[src/rtl/risc_prog_loader_if.sv]
// Stream-in and memory-write bus between the program loader and its neighbours.
// The stream source drives in_valid/in_data, and the loader drives in_ready plus the registered memory write port.
interface risc_prog_loader_if #(
    parameter int unsigned AWIDTH = 5,
    parameter int unsigned DWIDTH = 8
);
    logic              in_valid;
    logic [DWIDTH-1:0] in_data;
    logic              in_ready;
    logic              mem_wr;
    logic [AWIDTH-1:0] mem_addr;
    logic [DWIDTH-1:0] mem_wdata;

    modport master (
        output in_valid, in_data,
        input  in_ready, mem_wr, mem_addr, mem_wdata
    );

    modport slave (
        input  in_valid, in_data,
        output in_ready, mem_wr, mem_addr, mem_wdata
    );
endinterface

[src/rtl/risc_prog_loader.sv]
// Loads a byte-stream program image into the core memory while holding the core in reset.
// It then releases the core and counts run clocks until halt or timeout.
module risc_prog_loader #(
    parameter int unsigned AWIDTH     = 5,
    parameter int unsigned DWIDTH     = 8,
    parameter int unsigned CWIDTH     = 16,
    parameter int unsigned RST_CYCLES = 2,
    parameter int unsigned MAX_CYCLES = 1000
) (
    input  logic              clk,
    input  logic              rst,
    input  logic              start,
    risc_prog_loader_if.slave bus,
    input  logic              cpu_halt,
    output logic              cpu_rst,
    output logic              busy,
    output logic              done,
    output logic              timeout,
    output logic [CWIDTH-1:0] cycles
);
    localparam int unsigned DEPTH  = 1 << AWIDTH;
    localparam int unsigned RWIDTH = (RST_CYCLES > 1) ? $clog2(RST_CYCLES) : 1;

    typedef enum logic [2:0] {
        S_IDLE,
        S_LOAD,
        S_CRST,
        S_RUN,
        S_DONE
    } state_t;

    state_t            state;
    logic [AWIDTH:0]   addr_cnt;
    logic [RWIDTH-1:0] rst_cnt;

    // Single registered FSM; every output is a flop updated here.
    always_ff @(posedge clk or posedge rst) begin
        if (rst) begin
            state         <= S_IDLE;
            addr_cnt      <= '0;
            rst_cnt       <= '0;
            cpu_rst       <= 1'b1;
            bus.in_ready  <= 1'b0;
            bus.mem_wr    <= 1'b0;
            bus.mem_addr  <= '0;
            bus.mem_wdata <= '0;
            busy          <= 1'b0;
            done          <= 1'b0;
            timeout       <= 1'b0;
            cycles        <= '0;
        end else begin
            bus.mem_wr <= 1'b0;
            case (state)
                S_IDLE: begin
                    cpu_rst <= 1'b1;
                    if (start) begin
                        state        <= S_LOAD;
                        addr_cnt     <= '0;
                        bus.in_ready <= 1'b1;
                        busy         <= 1'b1;
                    end
                end

                S_LOAD: begin
                    cpu_rst <= 1'b1;
                    if (bus.in_valid && bus.in_ready) begin
                        bus.mem_wr    <= 1'b1;
                        bus.mem_addr  <= addr_cnt[AWIDTH-1:0];
                        bus.mem_wdata <= DWIDTH'(bus.in_data);
                        addr_cnt      <= addr_cnt + 1'b1;
                        // Terminal compare on the full-width count so the image never wraps.
                        if (addr_cnt == (AWIDTH+1)'(DEPTH - 1)) begin
                            bus.in_ready <= 1'b0;
                            rst_cnt      <= '0;
                            state        <= S_CRST;
                        end
                    end
                end

                S_CRST: begin
                    if (rst_cnt == RWIDTH'(RST_CYCLES - 1)) begin
                        cpu_rst <= 1'b0;
                        cycles  <= '0;
                        state   <= S_RUN;
                    end else begin
                        cpu_rst <= 1'b1;
                        rst_cnt <= rst_cnt + 1'b1;
                    end
                end

                S_RUN: begin
                    cpu_rst <= 1'b0;
                    // Halt takes priority over reaching the cycle limit.
                    if (cpu_halt) begin
                        state   <= S_DONE;
                        done    <= 1'b1;
                        timeout <= 1'b0;
                        busy    <= 1'b0;
                    end else if (cycles == CWIDTH'(MAX_CYCLES - 1)) begin
                        cycles  <= CWIDTH'(MAX_CYCLES);
                        state   <= S_DONE;
                        done    <= 1'b1;
                        timeout <= 1'b1;
                        busy    <= 1'b0;
                    end else begin
                        cycles <= cycles + 1'b1;
                    end
                end

                S_DONE: begin
                    cpu_rst <= 1'b0;
                    if (start) begin
                        state        <= S_LOAD;
                        addr_cnt     <= '0;
                        bus.in_ready <= 1'b1;
                        busy         <= 1'b1;
                        cpu_rst      <= 1'b1;
                        done         <= 1'b0;
                        timeout      <= 1'b0;
                        cycles       <= '0;
                    end
                end

                default: begin
                    state   <= S_IDLE;
                    cpu_rst <= 1'b1;
                end
            endcase
        end
    end
endmodule

[src/flat_wrapper.sv]
// flat-port wrapper written by rule: the top's interface ports become plain ports
module risc_prog_loader_flat 
#(
    parameter int unsigned AWIDTH     = 5,
    parameter int unsigned DWIDTH     = 8,
    parameter int unsigned CWIDTH     = 16,
    parameter int unsigned RST_CYCLES = 2,
    parameter int unsigned MAX_CYCLES = 1000
)
  (clk, rst, start, cpu_halt, cpu_rst, busy, done, timeout, cycles, bus_in_valid, bus_in_data, bus_in_ready, bus_mem_wr, bus_mem_addr, bus_mem_wdata);
  risc_prog_loader_if #(.AWIDTH(AWIDTH), .DWIDTH(DWIDTH)) bus_i ();
  input  logic clk;
  input  logic rst;
  input  logic start;
  input  logic cpu_halt;
  output logic cpu_rst;
  output logic busy;
  output logic done;
  output logic timeout;
  output logic [CWIDTH-1:0] cycles;
  input wire logic [$bits(bus_i.in_valid)-1:0] bus_in_valid;
  input wire logic [$bits(bus_i.in_data)-1:0] bus_in_data;
  output wire logic [$bits(bus_i.in_ready)-1:0] bus_in_ready;
  output wire logic [$bits(bus_i.mem_wr)-1:0] bus_mem_wr;
  output wire logic [$bits(bus_i.mem_addr)-1:0] bus_mem_addr;
  output wire logic [$bits(bus_i.mem_wdata)-1:0] bus_mem_wdata;
  assign bus_i.in_valid = bus_in_valid;
  assign bus_i.in_data = bus_in_data;
  assign bus_in_ready = bus_i.in_ready;
  assign bus_mem_wr = bus_i.mem_wr;
  assign bus_mem_addr = bus_i.mem_addr;
  assign bus_mem_wdata = bus_i.mem_wdata;
  risc_prog_loader #(.AWIDTH(AWIDTH), .DWIDTH(DWIDTH), .CWIDTH(CWIDTH), .RST_CYCLES(RST_CYCLES), .MAX_CYCLES(MAX_CYCLES)) u_core (.clk(clk), .rst(rst), .start(start), .bus(bus_i), .cpu_halt(cpu_halt), .cpu_rst(cpu_rst), .busy(busy), .done(done), .timeout(timeout), .cycles(cycles));
endmodule
[config.mk]
export PLATFORM = sky130hd
export DESIGN_NAME = risc_prog_loader_flat
export DESIGN_NICKNAME = d
export VERILOG_FILES = /design/src/rtl/risc_prog_loader_if.sv /design/src/rtl/risc_prog_loader.sv /design/src/flat_wrapper.sv
export SDC_FILE = /design/constraint.sdc
export NUM_CORES = 1
export LEC_CHECK = 0
export CORE_MARGIN = 2
export CORE_UTILIZATION = 45
export DETAILED_ROUTE_END_ITERATION = 10
export PLACE_DENSITY = 0.75
export SLEW_MARGIN = 20
export SYNTH_ARGS = -nofsm -noshare
export SYNTH_HDL_FRONTEND = slang
export SYNTH_SLANG_ARGS = --single-unit
[constraint.sdc]
create_clock -name clk -period 1.85 [get_ports clk]
set_input_delay 0.37 -clock clk [delete_from_list [all_inputs] [get_ports clk]]
set_output_delay 0.37 -clock clk [all_outputs]
set_load 0.02 [all_outputs]
==> summary.md <==
| Metric | Value |
|---|---|
| Top-area cell type share of the netlist area | 0.504 |
| Iter 0 DRT Violations | between 100 and 150 |
| DRC Markers | 0 |
| Placed Instances | about 330 |
| GR Overflow Total | 0 |
| Cells after synthesis | 218 |
| Die Y | 73.7 µm |
| Leak pwr | roughly 1.3 nW |
| Seq pwr share | 0.463 |
| Syn Nets | 233 |
| CP Max Fanout | 1 |
| Slew Limit Fails | 0 |
| Dpl hpwl | 3.50 mm |
| Yosys cell types | 40 |
| Met3 Wirelength | between 200 and 300 µm |
| Post-route ant nets | 0 |
| Hold-fix buffers at CTS | 0 |
| Initial Util | 0.466 |
| Mux contribution to synthesized area | 0.0819 |
| WP data required | 1480 ps |
| CP cell instances | clkdlybuf4s50_1 |
| Overall Global Routing Usage | 0.204 |
| Highest Signal Layer | met4 |
| Io pins | 48 |
| Ys Warns | 0 |
| GPL Wtd Cong | 0.798 |
| Most area-hungry cell type in the Yosys netlist | dfrtp_1 |
| CORE AREA | 4690 µm² |
| Slowest stage delay, CP | approximately 600 ps |
| I/O Buffers | 47 |
| Die area | 5430 µm² |
| Crit. path cell count | 1 |
| Adder-cell share of the synthesized area | 0.0114 |
| Setup Crit Path Kind | reg -> out |
| CTS Buffer Depth | 2 |
| Switching Fraction | 0.287 |
| Drt first pass iters | 4 |
| CP Capture Type | primary output |
| FF-to-FF path depth | 6 |
| Crit path time final | 1800 ps |
| Crit-path leading delay family | buffers and inverters |
| Int Power | 1.92 mW |
| Max cap viols | 0 |
| RSZ-0062 raised after global routing | yes |
| TritonCTS buffer count | 5 |
| Number of global-route vias before repair | 1862 |
| Post-layout nets | 302 |
| Wl on met1 | 2.31 mm |
| Critical Path AT | 1430 ps |
| Max Freq | 555 MHz |
| Via density per instance | 5.58 |
| Wirelength per Cell | 14.9 µm |
| Syn avg cell area | 10.0 µm² |
| Diode count | 0 |
| Largest net degree at the start of global routing | 46 |
| Vias | between 1500 and 2000 |
| Worst slew pin tran | 404 ps |
| First-pass GRT wire length | 8.60 mm |
| Rows | 25 |
| Simple-gate area share of the yosys netlist | 0.181 |
| Worst relative slew slack | 0.729 |
| Synth Cell Area | 2190 µm² |
| Xor and xnor area share after synthesis | 0.0160 |
| Finished layout cell area | 3020 µm² |
| CTS tree | yes |
| Power Dens Cells | 892 nW/µm² |
| CTS sink cnt | between 40 and 50 |
| Sequential fraction of the synthesis area | 0.516 |
| Final Hold Viols | 0 |
| Area grow syn2layout | 38.3% |
| Die Width | approximately 74 µm |
| Fin Hold WS | 403 ps |
| DRT Wirelength | 5.08 mm |
| Dpl cell area | 2890 µm² |
| Post-route insts no fill | 342 |
| # H-tree levels | 2 |
| Period Utilization, post-route | 0.974 |
| Hold Crit Class | in -> async |
| Outcome | finished clean |
| Share of total power in the clock network | 0.282 |
| Setup violations, final | 0 |
| Antenna violations before repair | 0 |
| Yosys reg bits | 45 |
| Worst skew pair latency | 310 ps |
| CTS resizes | 0 |
| Reg-to-reg slack, setup | 80 ps |
| P_sw | between 0.7 and 0.8 mW |
| Met2 wire len | 2.44 mm |
| CP Buf/Inv Count | 1 |
| Clock root buffer | clkbuf_8 |
| Ratio of cells with drive above 1 in the final layout | 0.226 |
| Worst Clk Skew | 12.7 ps |
| Register clock-pin slew on the reported worst setup and hold paths | around 90 ps |
| Core Util, Final | 0.644 |
| Setup TNS | 0 ps |
| Compound-Gate Fraction of Synth Area | 0.154 |
| Setup bufs post-CTS | 0 |
| Gate power share | 0.255 |
| Top cells by area, synth | dfrtp_1 50%, mux2_2 7.7%, o21ai_0 4.4% |
| Largest family of logic cells by synthesized area | simple AND/OR/NAND/NOR gates |
| Peak VDD IR | 661 µV |
| Slowest cell on the critical path | clkdlybuf4s50_1 |
| Startpoint type of the worst setup path | register |
## layout make-up
| cell class | count | area (µm²) |
|---|---|---|
| clock buffers | 6 | 72.6 |
| well taps | 54 | 67.6 |
| repair buffers | 72 | 683 |
| fillers | 390 | 1670 |
| clock inverters | 2 | 38.8 |
| flip-flops and latches | 45 | 1130 |
| multi-input cells | 157 | 1010 |
| inverters | 6 | 22.5 |
## placed cells by master (no fill, tap or decap), drive strengths merged
cell type      netlist  final
a21bo                1      1
a21boi               1      1
a21o                 1      1
a21oi               12     12
a31oi               11     11
a41oi                3      3
and2                 2      2
and3                 3      3
buf                  5     25
bufinv               0      1
clkbuf               5      6
clkdlybuf4s50        0     47
clkinv               0      2
dfrtp               44     44
dfstp                1      1
ha                   2      2
inv                  6      5
mux2                15     15
mux2i                1      1
nand2               20     20
nand2b               4      4
nand3                8      8
nand4                4      4
nand4b               1      1
nor2                25     25
nor2b                3      3
nor3                 3      3
nor4                 2      2
o2111ai              1      1
o21a                 2      2
o21ai               19     19
o22a                 2      2
o22ai                2      2
o31ai                1      1
or2                  1      1
or3                  2      2
or4                  1      1
xor2                 4      4
## power by group through the flow
stage               Combinational (mW)  Sequential (mW)  Clock, mW
CTS                              0.696             1.25      0.771
detailed placement               0.691             1.27          0
global placement                 0.686             1.26          0
global route                     0.734             1.28      0.814
finish                           0.687             1.25      0.760
floorplan                        0.201             1.41          0
## metal layers
layer | vias up | track usage
li1 | 916 | -
met1 | 941 | 0.270
met2 | 46 | 0.322
met3 | 7 | 0.0672
met4 | 0 | 0.0566
met5 | - | 0
## state kept, by name (all words and copies together), names as in the netlist
register	count
u_core.bus.mem_wr	1
u_core.cpu_rst	1
u_core.addr_cnt	6
u_core.bus.in_ready	1
u_core.busy	1
u_core.rst_cnt	1
u_core.bus.mem_wdata	8
u_core.bus.mem_addr	5
u_core.timeout	1
u_core.done	1
u_core.state	3
u_core.cycles	16
## cell usage after synthesis, drive strengths merged
| library cell | n |
|---|---|
| and2 | 2 |
| a21o | 1 |
| inv | 6 |
| a41oi | 3 |
| nand4 | 4 |
| o21ai | 19 |
| a21bo | 1 |
| o2111ai | 1 |
| nor3 | 3 |
| nand2 | 20 |
| nor2 | 25 |
| buf | 5 |
| or2 | 1 |
| nor2b | 3 |
| or3 | 2 |
| o22a | 2 |
| ha | 2 |
| nor4 | 2 |
| nand2b | 4 |
| nand3 | 8 |
| a21boi | 1 |
| o31ai | 1 |
| mux2 | 15 |
| o21a | 2 |
| dfstp | 1 |
| xor2 | 4 |
| and3 | 3 |
| a31oi | 11 |
| a21oi | 12 |
| mux2i | 1 |
| nand4b | 1 |
| dfrtp | 44 |
| or4 | 1 |
| o22ai | 2 |
| clkbuf | 5 |
## stage by stage
step	power [mW]	setup slack, ps
2_1_floorplan	1.61	-3.30
3_3_place_gp	1.95	-31.5
3_5_place_dp	1.96	-88.0
4_1_cts	2.72	28.1
5_1_grt	2.82	-11.1
6_report	2.70	47.9
## cells by family after synthesis
| family | count (synthesis) |
|---|---|
| buffers and inverters | 16 |
| and+or+nand+nor | 79 |
| DFF | 45 |
| muxes | 16 |
| AOI/OAI and AO/OA | 56 |
| xor gates and xnor gates | 4 |
| adders and majority gates | 2 |
## path summary, 6_finish.rpt
kind,start,endpoint
min,rst,u_core.state[1]
max,u_core.cpu_rst,cpu_rst
max reg2reg,u_core.cycles[4],u_core.cycles[12]
min in group clk,u_core.timeout,u_core.timeout
min reg2reg,u_core.timeout,u_core.timeout
max in group asynchronous,rst,u_core.cpu_rst
No activity file was read; power rests on OpenSTA's default activity.
